===== config.mk =====
export PLATFORM = sky130hd
export DESIGN_NAME = mips_cpu_instr_fetch
export DESIGN_NICKNAME = d
export VERILOG_FILES = /design/src/rtl/mips_cpu_instr_fetch.sv
export SDC_FILE = /design/constraint.sdc
export NUM_CORES = 1
export LEC_CHECK = 0
export ABC_AREA = 1
export BUFFER_PORTS_ARGS = -buffer_cell sky130_fd_sc_hd__buf_2
export CAP_MARGIN = 20
export CORE_ASPECT_RATIO = 0.75
export CORE_UTILIZATION = 56
export CTS_CLUSTER_DIAMETER = 50
export CTS_CLUSTER_SIZE = 40
export DETAILED_ROUTE_END_ITERATION = 10
export GPL_TIMING_DRIVEN = 0
export HOLD_SLACK_MARGIN = 0.1
export PLACE_DENSITY_LB_ADDON = 0.15
export SLEW_MARGIN = 20
export SYNTH_ARGS = -nofsm -noshare
export SYNTH_HDL_FRONTEND = slang
export SYNTH_SLANG_ARGS = --single-unit

===== constraint.sdc =====
create_clock -name clk -period 7.75 [get_ports clk]
set_input_delay 0.3875 -clock clk [delete_from_list [all_inputs] [get_ports clk]]
set_output_delay 0.3875 -clock clk [all_outputs]
set_load 0.02 [all_outputs]

===== src/rtl/mips_cpu_instr_fetch.sv =====
// mips_cpu_instr_fetch: instruction fetch stage with one branch delay slot.
// Fetches words over a simple read/waitrequest bus, holds one word for
// decode, and computes the next PC from CtrlPC/ALUCond/RegRs on accept.
// Ports:
//   clk, rst_n                        clock, async active-low reset
//   instr_address/instr_read          bus request (address = current PC)
//   instr_waitrequest/instr_readdata  bus response
//   Instr/instr_valid/instr_pc        held word to decode, its PC
//   instr_ready                       decode accepts the held word
//   CtrlPC/ALUCond/RegRs              next-PC controls, sampled on accept
//   active                            high while running, low once halted
module mips_cpu_instr_fetch #(
    parameter logic [31:0] RESET_VECTOR = 32'hBFC00000,
    parameter logic [31:0] HALT_ADDR    = 32'h00000000
) (
    input  logic        clk,
    input  logic        rst_n,
    output logic [31:0] instr_address,
    output logic        instr_read,
    input  logic        instr_waitrequest,
    input  logic [31:0] instr_readdata,
    output logic [31:0] Instr,
    output logic        instr_valid,
    input  logic        instr_ready,
    output logic [31:0] instr_pc,
    input  logic [1:0]  CtrlPC,
    input  logic        ALUCond,
    input  logic [31:0] RegRs,
    output logic        active
);

    localparam int unsigned XLEN = 32;

    typedef enum logic [1:0] {
        S_START  = 2'd0,
        S_FETCH  = 2'd1,
        S_HOLD   = 2'd2,
        S_HALTED = 2'd3
    } state_t;

    state_t            state, state_d;
    logic [XLEN-1:0]   pc, pc_d;
    logic [XLEN-1:0]   target_q, target_d;
    logic              redirect_pending, redirect_d;
    logic [XLEN-1:0]   instr_d, instr_pc_d;
    logic              instr_valid_d, instr_read_d, active_d;

    logic [XLEN-1:0]   seq_pc;
    logic [XLEN-1:0]   br_offset;
    logic [XLEN-1:0]   next_pc;
    logic              accept;

    // The bus address is always the architectural PC register.
    assign instr_address = pc;

    assign accept    = instr_valid & instr_ready;
    assign seq_pc    = instr_pc + XLEN'(4);
    assign br_offset = {{14{Instr[15]}}, Instr[15:0], 2'b00};

    // Next PC and delay-slot bookkeeping for the word being accepted.
    always_comb begin
        next_pc    = seq_pc;
        target_d   = target_q;
        redirect_d = redirect_pending;
        if (redirect_pending) begin
            // Current word is the delay slot: take the stored target and
            // ignore its own control (no nested redirect).
            next_pc    = target_q;
            redirect_d = 1'b0;
        end else begin
            unique case (CtrlPC)
                2'd1: begin
                    if (ALUCond) begin
                        target_d   = seq_pc + br_offset;
                        redirect_d = 1'b1;
                    end
                end
                2'd2: begin
                    target_d   = {seq_pc[31:28], Instr[25:0], 2'b00};
                    redirect_d = 1'b1;
                end
                2'd3: begin
                    target_d   = RegRs;
                    redirect_d = 1'b1;
                end
                default: begin
                end
            endcase
        end
    end

    // Next-state and registered-output logic.
    always_comb begin
        state_d       = state;
        pc_d          = pc;
        instr_d       = Instr;
        instr_pc_d    = instr_pc;
        instr_valid_d = instr_valid;
        instr_read_d  = instr_read;
        active_d      = active;

        unique case (state)
            S_START: begin
                state_d      = S_FETCH;
                instr_read_d = 1'b1;
                active_d     = 1'b1;
            end
            S_FETCH: begin
                if (!instr_waitrequest) begin
                    instr_d       = instr_readdata;
                    instr_pc_d    = pc;
                    instr_valid_d = 1'b1;
                    instr_read_d  = 1'b0;
                    state_d       = S_HOLD;
                end
            end
            S_HOLD: begin
                if (accept) begin
                    instr_valid_d = 1'b0;
                    pc_d          = next_pc;
                    if (next_pc == HALT_ADDR) begin
                        state_d      = S_HALTED;
                        instr_read_d = 1'b0;
                        active_d     = 1'b0;
                    end else begin
                        state_d      = S_FETCH;
                        instr_read_d = 1'b1;
                    end
                end
            end
            S_HALTED: begin
                instr_read_d  = 1'b0;
                instr_valid_d = 1'b0;
                active_d      = 1'b0;
            end
            default: begin
                state_d = S_START;
            end
        endcase
    end

    // Redirect state only advances when a word is accepted.
    always_ff @(posedge clk or negedge rst_n) begin
        if (!rst_n) begin
            target_q         <= '0;
            redirect_pending <= 1'b0;
        end else if (state == S_HOLD && accept) begin
            target_q         <= target_d;
            redirect_pending <= redirect_d;
        end
    end

    // State and output registers.
    always_ff @(posedge clk or negedge rst_n) begin
        if (!rst_n) begin
            state       <= S_START;
            pc          <= RESET_VECTOR;
            Instr       <= '0;
            instr_pc    <= '0;
            instr_valid <= 1'b0;
            instr_read  <= 1'b0;
            active      <= 1'b0;
        end else begin
            state       <= state_d;
            pc          <= pc_d;
            Instr       <= instr_d;
            instr_pc    <= instr_pc_d;
            instr_valid <= instr_valid_d;
            instr_read  <= instr_read_d;
            active      <= active_d;
        end
    end

endmodule


==> impl_metrics.py <==
metrics = {
    "place": {
        "dp_cells": 1564,
        "post-dp-hpwl_mm": 23.4,
        "dp_slack_ns": 3.73,
        "gp_congestion": 0.969,
        "numPortBuffers": 169,
    },
    "timing": {
        "rsz0062_at_grt": "no",
        "setup_ws_ns": 3.52,
        "finalSetupTns_ns": 0,
        "fin_skew_ns": 0.0103,
        "max_freq_mhz": 236,
        "slew_violations": 0,
        "relSlewSlack_pct": 45.0,
        "worst_pin_slew_ns": 0.825,
        "finalCritPeriodShare_pct": 54.6,
        "fin_crit_ns": 4.23,
        "setup_viol": 0,
        "hold_viol": 0,
    },
    "cts": {
        "clk_pin_slew_worst_paths_ns": 0.07,
        "cts_setup_buffers": 0,
        "clk_latency_ns": 0.44,
        "cts.repair.resized": 0,
        "cts_buffers": 17,
        "clock-sinks": 134,
        "cts_tree": "done",
        "h-tree-depth": 4,
        "ctsHoldBuffers": 1,
        "root_buffer": "clkbuf_16",
        "clockBufferDepth": 2,
    },
    "logic_synthesis": {
        "synth_cell_types": 44,
        "synth-async-reset-ratio_pct": 100,
        "ys_ff_latch": 134,
        "synth_top_cell_by_area": "dfrtp_1",
        "synth_area_leaders": "dfrtp_1 36%, nand2_1 16%, nor2_1 6.3%",
        "ys_seq_area_share_pct": 38.8,
        "yosysWarnings": 0,
        "ys.flop_type": "dfrtp_1",
        "synth.avg_cell_area_um2": 7.26,
        "yosysTopAreaCellShare_pct": 36.1,
        "syn_inst": 1194,
        "synth_area_mm2": 0.00867,
        "syn_nets": 1304,
        "synth_edf_count": 0,
    },
    "setup_path": {
        "cp_cell_sequence": "ha_1 -> nand2_1 -> nor2_2 -> inv_1 -> nor2_2 -> nand2_1 -> and2_1 -> ha_1 -> nand2_1 -> nor2_1 -> nand2_1 -> o21ai_0 -> a21boi_0 -> or2_2 -> nand3_1 -> a21oi_1",
        "slowest_stage": "o21ai_0",
        "cp-end-kind": "flip-flop",
        "critPathMaxFanout": 8,
        "crit_type": "flip-flop to flip-flop",
        "cp.arrival_ns": 4.54,
        "slowest_delay_ns": 0.64,
        "startpoint_type": "flip-flop",
        "path_buf_inv": 1,
        "crit_required_ns": 8.06,
        "critPathTopFamily": "simple AND/OR/NAND/NOR gates",
        "crit_top_cell": "nand2_1",
    },
    "drt": {
        "drt-total-wl_mm": 30.3,
        "via_count": 9317,
        "antenna_left": 0,
        "drc": 0,
        "drt_iter0_drc": 791,
        "dr.pass1.iters": 7,
        "routed_via_density": 5.83,
        "routedWlPerCell_um": 19.0,
    },
    "pwr": {
        "ir_worst_vdd_uv": 300,
        "switching_share_pct": 51.7,
        "clockPowerShare_pct": 15.3,
        "seq_power_share_pct": 26.5,
        "power_mw": 5.48,
        "p_per_area_mw_per_mm2": 526,
        "p_switching_mw": 2.83,
        "combPwrFrac_pct": 58.2,
        "p_int_mw": 2.64,
        "leakage_nw": 5.15,
    },
    "global_route": {
        "grt_pass1_vias": 8698,
        "grt_util_met2_pct": 59.8,
        "grt_pass1_wl_mm": 47.3,
        "use_met1_pct": 54.4,
        "grt_usage_pct": 39.5,
        "use_met3_pct": 9.75,
        "globalRoute.totalOverflow": 0,
        "antenna_found_initial": 0,
        "grt-busiest-layer": "met2",
        "grt_max_degree": 76,
    },
    "die": {
        "row_count": 38,
        "die_h_um": 110,
        "dieWidth_um": 146,
        "coreArea_mm2": 0.0148,
        "die-area_mm2": 0.0160,
        "ios": 170,
        "start_util_pct": 58.6,
    },
    "run": {
        "maxCapViolCount": 0,
    },
    "cells_and_area": {
        "num_antenna_cells": 0,
        "finalNetCount": 1494,
        "drive_gt1_share_pct": 20.7,
        "fill_cells": 1251,
        "syn_to_final_growth_pct": 20.0,
        "stdcell_count": 1597,
    },
    "hold_path": {
        "hold_class": "input port to flip-flop",
    },
    "outcome": {
        "run_status": "completed",
    },
}
## registers in the layout, summed over array words and instances (netlist names), 2 cells and up
signal         count
instr_pc          32
target_q          32
state              2
Instr             32
instr_address     32
## placed cells by master, fill, tap and decap left out, types with 2 or more instances in the layout
master,count
dfstp_2,9
a21boi_0,2
a31oi_1,4
inv_1,88
a21o_1,4
a41oi_1,14
nand2_2,4
nor2_1,145
nor2_4,2
nand4_1,4
ha_1,38
o21bai_1,5
clkbuf_1,26
and2_1,12
nor3_2,2
clkbuf_16,17
nand3_1,69
dfrtp_1,125
o21ai_0,66
inv_6,6
inv_2,4
nand3b_1,5
buf_2,175
nor3_1,12
or2_2,16
nor2_2,7
a21oi_1,92
a221oi_1,14
clkinvlp_4,3
clkbuf_8,2
clkinv_4,2
bufinv_16,2
buf_1,4
o21a_1,2
xor2_1,2
mux2_2,33
nand2_1,364
## per-stage QoR
step / hold slack, ns / utilization, % / instance area, um^2
final: 0.173 / 70.4 / 10400
after global routing: 0.178 / 70.4 / 10400
after CTS: 0.173 / 70.4 / 10400
after detailed placement: 0.360 / 66.3 / 9800
after global placement: 0.465 / 66.1 / 9770
after floorplan: 0.0919 / - / 8670
## Yosys cell counts, types with 2 or more instances
master,n
ha_1,38
xor2_1,2
nor3_1,12
or2_2,16
o21ai_0,66
a21o_1,4
nand2_2,4
a41oi_1,14
nand4_1,4
clkbuf_8,2
a21oi_1,92
inv_2,4
inv_1,88
nand3b_1,5
a21boi_0,2
clkbuf_1,25
dfrtp_1,125
buf_2,7
nand3_1,69
nor2_4,2
o21a_1,2
a221oi_1,14
o21bai_1,5
mux2_2,33
buf_1,4
nor2_1,145
and2_1,12
nand2_1,364
a31oi_1,4
nor3_2,2
dfstp_2,9
nor2_2,7
## final timing paths
| check | start | endpoint | slack, ns | cells after the start |
|---|---|---|---|---|
| worst min-delay path | instr_readdata[5] | Instr[5] | 0.17 | 2 |
| worst min register to register | instr_address[27] | instr_address[27] | 0.48 | 2 |
| max in group asynchronous | rst_n | instr_address[22] | 6.50 | 3 |
| worst max register to register | instr_pc[2] | target_q[23] | 3.52 | 16 |
| worst max-delay path | instr_pc[2] | target_q[23] | 3.52 | 16 |
| min in group asynchronous | rst_n | target_q[27] | 0.48 | 2 |
## kinds of logic (layout without fill, tap and decap cells)
family	Yosys count	in the layout	synth area share, %
adders and majority gates	39	39	5.71
DFF	134	134	38.8
AOI/OAI and AO/OA	210	210	14.0
and+or+nand+nor	644	644	30.9
buffers and inverters	131	334	6.00
muxes	33	33	4.29
xor gates and xnor gates	3	3	0.303
## power groups by stage
stage	logic [mW]	registers (mW)	clock network, mW
2_1_floorplan	1.88	1.65	0
3_3_place_gp	3.03	1.44	0
3_5_place_dp	3.09	1.44	0
4_1_cts	3.12	1.44	0.835
5_1_grt	3.51	1.49	0.867
6_report	3.19	1.45	0.836
## cell type report
cell class	instances	area (um^2)	share of cell area, %
multi-input combinational	929	4790	46.0
sequential	134	3360	32.3
timing repair buffer	171	893	8.58
clock buffer	18	429	4.12
inverter	93	349	3.35
tap	200	250	2.40
buffer	38	171	1.65
clock inverter	14	164	1.57
## routing by layer
metal	up-vias	routed length, um
met4	0	1040
met2	565	13000
met1	4326	12900
met5	-	0
li1	4340	-
met3	86	3390
No activity file was read; power rests on OpenSTA's default activity.
